### src/rtl/rv32i_pkg.sv
// Shared RV32I definitions: opcode-class one-hot encoding and register
// address width, used by every pipeline stage.
package rv32i_pkg;

   // One-hot opcode classes carried down the pipeline
   localparam int OPCODE_WIDTH   = 11;
   localparam int REG_ADDR_WIDTH = 5;
   localparam int XLEN           = 32;

   // Bit positions inside the one-hot opcode-class vector
   localparam int LUI    = 0;
   localparam int AUIPC  = 1;
   localparam int JAL    = 2;
   localparam int JALR   = 3;
   localparam int BRANCH = 4;
   localparam int LOAD   = 5;
   localparam int STORE  = 6;
   localparam int ITYPE  = 7;
   localparam int RTYPE  = 8;
   localparam int FENCE  = 9;
   localparam int SYSTEM = 10;

   // Register x0 is hardwired to zero and never written
   localparam logic [REG_ADDR_WIDTH-1:0] REG_ZERO = '0;

endpackage

### src/rtl/retire_counter.sv
// Retired-instruction counter: increments by one per retire request and
// wraps naturally from all-ones back to zero.
module retire_counter #(
   parameter int WIDTH = 64
) (
   input  logic             clk,
   input  logic             rst,
   input  logic             inc,
   output logic [WIDTH-1:0] count
);

   localparam logic [WIDTH-1:0] ONE = {{(WIDTH-1){1'b0}}, 1'b1};

   // Synchronous active-low clear, then count each increment request
   always_ff @(posedge clk) begin
      if (!rst) begin
         count <= '0;
      end else if (inc) begin
         count <= count + ONE;
      end
   end

endmodule

### src/rtl/writeback.sv
// Writeback stage of the RV32I pipeline.
// Registers the memory-stage result into the register-file write port
// (also the forwarding source) with one cycle of latency, and pulses
// writeback_retire once per retired instruction.
// Optional feature: define WRITEBACK_INSTRET_EN to add the instret
// retired-instruction counter (retire_counter sub-module) and port.
//
// Stage handshake: an instruction moves from the memory stage into this
// stage when accept = clk_en && !stall && !flush. Flush beats stall and
// stall beats accept. On a stall the outputs freeze; on flush or a low
// clk_en the write enable and retire pulse drop while data/rd/pc hold.
module writeback
   import rv32i_pkg::*;
#(
   parameter int INSTRET_WIDTH = 64
) (
   input  logic                      clk,
   input  logic                      rst,
   input  logic [OPCODE_WIDTH-1:0]   memory_opcode_type,
   input  logic [XLEN-1:0]           memory_pc,
   input  logic                      memory_rd_wr_en,
   input  logic [REG_ADDR_WIDTH-1:0] memory_rd,
   input  logic [XLEN-1:0]           memory_rd_wr_data,
   input  logic [XLEN-1:0]           memory_data_load,
   input  logic                      clk_en,
   input  logic                      stall,
   input  logic                      flush,
   output logic                      writeback_rd_wr_en,
   output logic [REG_ADDR_WIDTH-1:0] writeback_rd,
   output logic [XLEN-1:0]           writeback_rd_wr_data,
   output logic [XLEN-1:0]           writeback_pc,
   output logic                      writeback_retire,
`ifdef WRITEBACK_INSTRET_EN
   output logic [INSTRET_WIDTH-1:0]  instret,
`endif
   output logic                      next_stall,
   output logic                      next_flush
);

   logic            accept;
   logic            is_load;
   logic [XLEN-1:0] wr_data_sel;
   logic            wr_en_sel;

   // Only the LOAD class bit matters here; the rest of the one-hot
   // vector is consumed by earlier stages.
   logic            opcode_unused;
   assign opcode_unused = &memory_opcode_type;

   assign accept = clk_en && !stall && !flush;
   assign is_load = memory_opcode_type[LOAD];

   // Select load data for loads, execute result otherwise; suppress x0 writes
   always_comb begin
      wr_data_sel = memory_rd_wr_data;
      if (is_load) begin
         wr_data_sel = memory_data_load;
      end
      wr_en_sel = memory_rd_wr_en && (memory_rd != REG_ZERO);
   end

   // Stall/flush requests travel back to the memory stage; flush wins
   assign next_stall = stall && !flush;
   assign next_flush = flush;

   // Pipeline register: reset > (flush or disabled) > stall > accept
   always_ff @(posedge clk) begin
      if (!rst) begin
         writeback_rd_wr_en   <= 1'b0;
         writeback_rd         <= '0;
         writeback_rd_wr_data <= '0;
         writeback_pc         <= '0;
         writeback_retire     <= 1'b0;
      end else if (!clk_en || flush) begin
         writeback_rd_wr_en <= 1'b0;
         writeback_retire   <= 1'b0;
      end else if (stall) begin
         writeback_retire <= 1'b0;
      end else begin
         writeback_rd_wr_en   <= wr_en_sel;
         writeback_rd         <= memory_rd;
         writeback_rd_wr_data <= wr_data_sel;
         writeback_pc         <= memory_pc;
         writeback_retire     <= 1'b1;
      end
   end

`ifdef WRITEBACK_INSTRET_EN
   // Count every accepted instruction
   retire_counter #(
      .WIDTH (INSTRET_WIDTH)
   ) u_retire_counter (
      .clk   (clk),
      .rst   (rst),
      .inc   (accept),
      .count (instret)
   );
`else
   // No counter in this build; keep the width parameter referenced
   logic [INSTRET_WIDTH-1:0] instret_unused;
   logic                     accept_unused;
   assign instret_unused = '0;
   assign accept_unused  = accept;
`endif

endmodule

### config.mk
export PLATFORM = sky130hd
export DESIGN_NAME = writeback
export DESIGN_NICKNAME = d
export VERILOG_FILES = /design/src/rtl/rv32i_pkg.sv /design/src/rtl/retire_counter.sv /design/src/rtl/writeback.sv
export SDC_FILE = /design/constraint.sdc
export NUM_CORES = 1
export LEC_CHECK = 0
export BUFFER_PORTS_ARGS = -buffer_cell sky130_fd_sc_hd__buf_2
export CORE_AREA = 2 2 107 109
export DETAILED_ROUTE_END_ITERATION = 10
export DIE_AREA = 0 0 109 111
export GPL_ROUTABILITY_DRIVEN = 0
export HOLD_SLACK_MARGIN = 0.08
export PLACE_DENSITY = 0.57
export SYNTH_ARGS = -nofsm -noshare
export SYNTH_HDL_FRONTEND = slang
export SYNTH_HIERARCHICAL = 1
export SYNTH_SLANG_ARGS = --single-unit
### constraint.sdc
create_clock -name clk -period 1.2 [get_ports clk]
set_clock_uncertainty 0.1 [all_clocks]
set_input_delay 0.12 -clock clk [delete_from_list [all_inputs] [get_ports clk]]
set_output_delay 0.12 -clock clk [all_outputs]
set_load 0.01 [all_outputs]
# After elaboration in Yosys (flattened, before gate mapping)
# Cells that the tools add are included.
dict set report word_totals {
  ff_bits 71
  inputBits 118
  out_inout_bits 73
  elab_cells 18
}
dict set report op_classes {
  mux 2
  bitwise 3
  reduce_logical 8
}
# cell count
set op_table {}
lappend op_table {{2-to-1 mux 32 bit} 1}
lappend op_table {{nonzero test 5 bit} 1}
lappend op_table {{NOT 1 bit} 3}
lappend op_table {{logical AND 1 bit} 2}
lappend op_table {{zero test 1 bit} 2}
lappend op_table {{AND reduction 2 bit} 1}
lappend op_table {{OR reduction 2 bit} 1}
lappend op_table {{logical OR 1 bit} 1}
lappend op_table {{2-to-1 mux 1 bit} 1}

# Longest topological paths before layout
dict set report depth {
  ltp_word 4
  mapped_depth 5
  ltp_nobuf 2
}

# Worst setup path before layout
# Ideal clock, no wire load.
dict set report synth_path {
  path_type {in2reg}
  from {input port stall}
  to {register writeback_rd_wr_data[14]}
  setup_time_ns 0.120
  arrival_ns 0.747
  t_required_ns 0.980
  path_slack_ns 0.232
  stages 5
  path_buffers 3
  path_cell_list {nor3b_2 -> buf_6 -> buf_12 -> buf_6 -> o22ai_1}
}
dict set report synth_via {
  elab_chain_len 2
}
# item line
set synth_lines {}
lappend synth_lines {{start: declaration} writeback.sv:26} ;# input logic stall,
lappend synth_lines {{NOT 1 bit (no line)} n/a}
lappend synth_lines {{AND reduction 2 bit (no line)} n/a}
lappend synth_lines {{end signal: assignment} writeback.sv:82} ;# writeback_rd_wr_data <= wr_data_sel;
lappend synth_lines {{end: declaration} writeback.sv:30} ;# output logic [XLEN-1:0] writeback_rd_wr_data,
# No other way between the ends.
# A chain may end at the register's enable or synchronous reset.

# Worst setup path after layout
dict set report layout_path {
  from {input port memory_rd[4]}
  to {register writeback_rd_wr_en}
}
dict set report layout_via {
  elab_chain_len 2
}
# item line
set layout_lines {}
lappend layout_lines {{start: declaration} writeback.sv:22} ;# input logic [REG_ADDR_WIDTH-1:0] memory_rd,
lappend layout_lines {{nonzero test 5 bit} writeback.sv:59} ;# wr_en_sel = memory_rd_wr_en && (memory_rd != REG_ZERO);
lappend layout_lines {{logical AND 1 bit} writeback.sv:59}
lappend layout_lines {{end signal: assignment} writeback.sv:80} ;# writeback_rd_wr_en <= wr_en_sel;
lappend layout_lines {{end: declaration} writeback.sv:28} ;# output logic writeback_rd_wr_en,
# No other way between the ends.

==> metrics.cfg <==
[power]
p_per_area_nw_per_um2=1090
total_leakage_power_nw=2.58
total_power_mw=5.85
ir_drop_mv=0.507

[final_layout]
final_area_sq_um=5370
multi_input_area_sq_um=1370
regArea_sq_um=1420
area_growth_pct=79.1
antenna_cells=0
num-fill-cells=1026
layout.nets=717
drive_gt1_frac=0.350

[sta]
worst_slack_ns=0.140
timing.fmax_mhz=943
setup_violations=0
hold_viol=0
slew_violations=0
rsz0062_at_grt=no
period_minus_slack_ns=1.06
relSlewSlack=0.796
holdWs_ns=0.218
fin_crit_sh=0.884
tightest_slew_ns=0.307

[die]
io-pin-count=191
die_h_um=111
rows=39
core_sq_um=11100
dieArea_sq_um=12100
start_util=0.271
die_width_um=109

[global_route]
grt_max_degree=34
grt_usage=0.163
antenna_found_initial=0
grt_pass1_wl_um=15600
overflow=0
grt_pass1_vias=3500

[cts]
cts_resized=0
cts_max_path_buffers=2
path_clk_slew_ns=0.05
cts_sinks=71
htreeDepth=3
cts_tree=built
ctsRootBufferMaster=clkbuf_16
cts-buffers-inserted=9
clk_latency_ns=0.32

[critical_path]
worst_ep_arrival_time_ns=1.16
path_cells=dlygate4sd3_1 -> buf_2 -> nor4_1 -> a211oi_1
cp.depth=4
worst-path-buf-inv=2
worst-setup-path-type=in2reg
reg2reg_to=writeback_rd_wr_en
endpoint_kind=flop
worst_setup_path_start_kind=primary input
path_max_fanout=2
reg2reg_depth=2
endpoint=writeback_rd_wr_en
cpMaxStageDelayCell=dlygate4sd3_1
cp_top_family=buffers and inverters
max_stage_delay_ns=0.53
r2r_start=writeback_rd_wr_en
crit_start=memory_rd[4]
reg2reg_setup_slack_ns=0.43
critPathRequiredTime_ns=1.30

[drt]
wl_um=9640
vias_per_cell=4.41
routedWlPerCell_um=12.9
drc_errors=0
drt_iter0_drc=120
ant_nets=0
vias=3284
drt-pass1-iter-count=4

[placed_design]
post-place-ws_ns=-0.00845
place_area_sq_um=4060
io_buffers=180
dp_hpwl_um=6130

[outcome]
status=finished clean

[yosys]
yosysSeqAreaShare=0.474
syn_area_per_cell_sq_um=9.49
ys_warn_count=6
synthCells=316
synth_area_sq_um=3000
synth_seq_cells=71
syn_nets=434
yosysUniqueCellTypes=19

[job]
maxCapViolCount=0

[hold_path]
hold_class=in2reg

[per-stage QoR]
stage	utilization	TNS, ns	std cells
finish	0.485	0	745
global route	0.485	0	745
floorplan	-	0	316
global placement	0.367	0	627
CTS	0.485	0	745
detailed placement	0.367	-0.00845	627
[cells in the final DEF (no fill, tap or decap), drive strengths merged]
master       count
clkinv           1
dlygate4sd3    104
nor2b            1
mux2i           70
nor2             1
o22ai           32
dfxtp           71
nand3b           1
a211oi           1
nor4             1
nand4bb          1
inv              1
nor3b            1
nand2          106
clkbuf          13
buf            197
[repair_timing]
item / 4_1_cts / 5_1_grt
setup endpoints to repair: 0 / 0
hold endpoints to repair: 70 / 0
buffers inserted: 0 / 0
hold buffers: 104 / 0
[cells in the mapped netlist]
master / instances / area share
nor2_1: 1 / 0.0013
buf_12: 1 / 0.0067
buf_4: 3 / 0.0075
clkbuf_1: 7 / 0.0088
o22ai_1: 31 / 0.065
buf_2: 8 / 0.013
o22ai_2: 1 / 0.0042
nor2b_1: 1 / 0.0021
buf_6: 8 / 0.030
nand3b_1: 1 / 0.0025
a211oi_1: 1 / 0.0025
mux2i_1: 70 / 0.23
clkbuf_4: 2 / 0.0050
nor4_1: 1 / 0.0021
nand2_1: 106 / 0.13
inv_1: 1 / 0.0013
nand4bb_1: 1 / 0.0038
dfxtp_1: 71 / 0.47
nor3b_2: 1 / 0.0042
[worst min-delay path, stage by stage]
cell and delay (ns):
buf_2 0.13, buf_4 0.14, mux2i_1 0.14, a211oi_1 0.06
[kinds of logic (layout without fill, tap and decap cells)]
logic type / after synthesis / count (layout) / share of synthesized area
compound gates: 33 / 33 / 0.0713
mux: 70 / 70 / 0.234
simple gates: 112 / 112 / 0.149
flops: 71 / 71 / 0.474
buf+inv: 30 / 316 / 0.0726
[layout make-up]
cell class	instances	area share
Clock buffer	13	0.0485
Clock inverter	1	0.000932
Inverter	1	0.000699
Multi-Input combinational cell	215	0.254
Sequential cell	71	0.265
Tap cell	143	0.0333
Timing Repair Buffer	301	0.397
[flip-flops by register name (all words and copies together), names as in the netlist]
| name | flops |
|---|---|
| writeback_pc | 32 |
| writeback_rd | 5 |
| writeback_rd_wr_data | 32 |
| writeback_rd_wr_en | 1 |
| writeback_retire | 1 |
[worst min-delay path by stage]
| stage | cells past startpoint | slack (ns) | startpoint | end |
|---|---|---|---|---|
| final | 4 | 0.22 | stall | writeback_rd_wr_en |
| after global routing | 4 | 0.26 | stall | writeback_rd_wr_en |
| after CTS | 4 | 0.21 | stall | writeback_rd_wr_en |
| after detailed placement | 3 | 0.27 | memory_pc[15] | writeback_pc[15] |
| after global placement | 3 | 0.27 | memory_pc[17] | writeback_pc[17] |
| after floorplan | 2 | 0.16 | memory_pc[0] | writeback_pc[0] |
[layer usage]
layer | routed length (um) | part of all wire | vias to the layer above | GRT usage
li1 | - | - | 1633 | -
met1 | 3810 | 0.40 | 1500 | 0.163
met2 | 4970 | 0.52 | 126 | 0.300
met3 | 624 | 0.065 | 25 | 0.0476
met4 | 239 | 0.025 | 0 | 0.0769
met5 | 0 | 0 | - | 0
[where the power goes]
group / switching [mW] / total, mW / leakage (nW) / internal, mW
Combinational: 0.400 / 0.976 / 1.88 / 0.576
Clock: 0.899 / 2.38 / 0.132 / 1.48
Sequential: 0.0401 / 2.48 / 0.577 / 2.44
No activity file was read; power rests on OpenSTA's default activity.
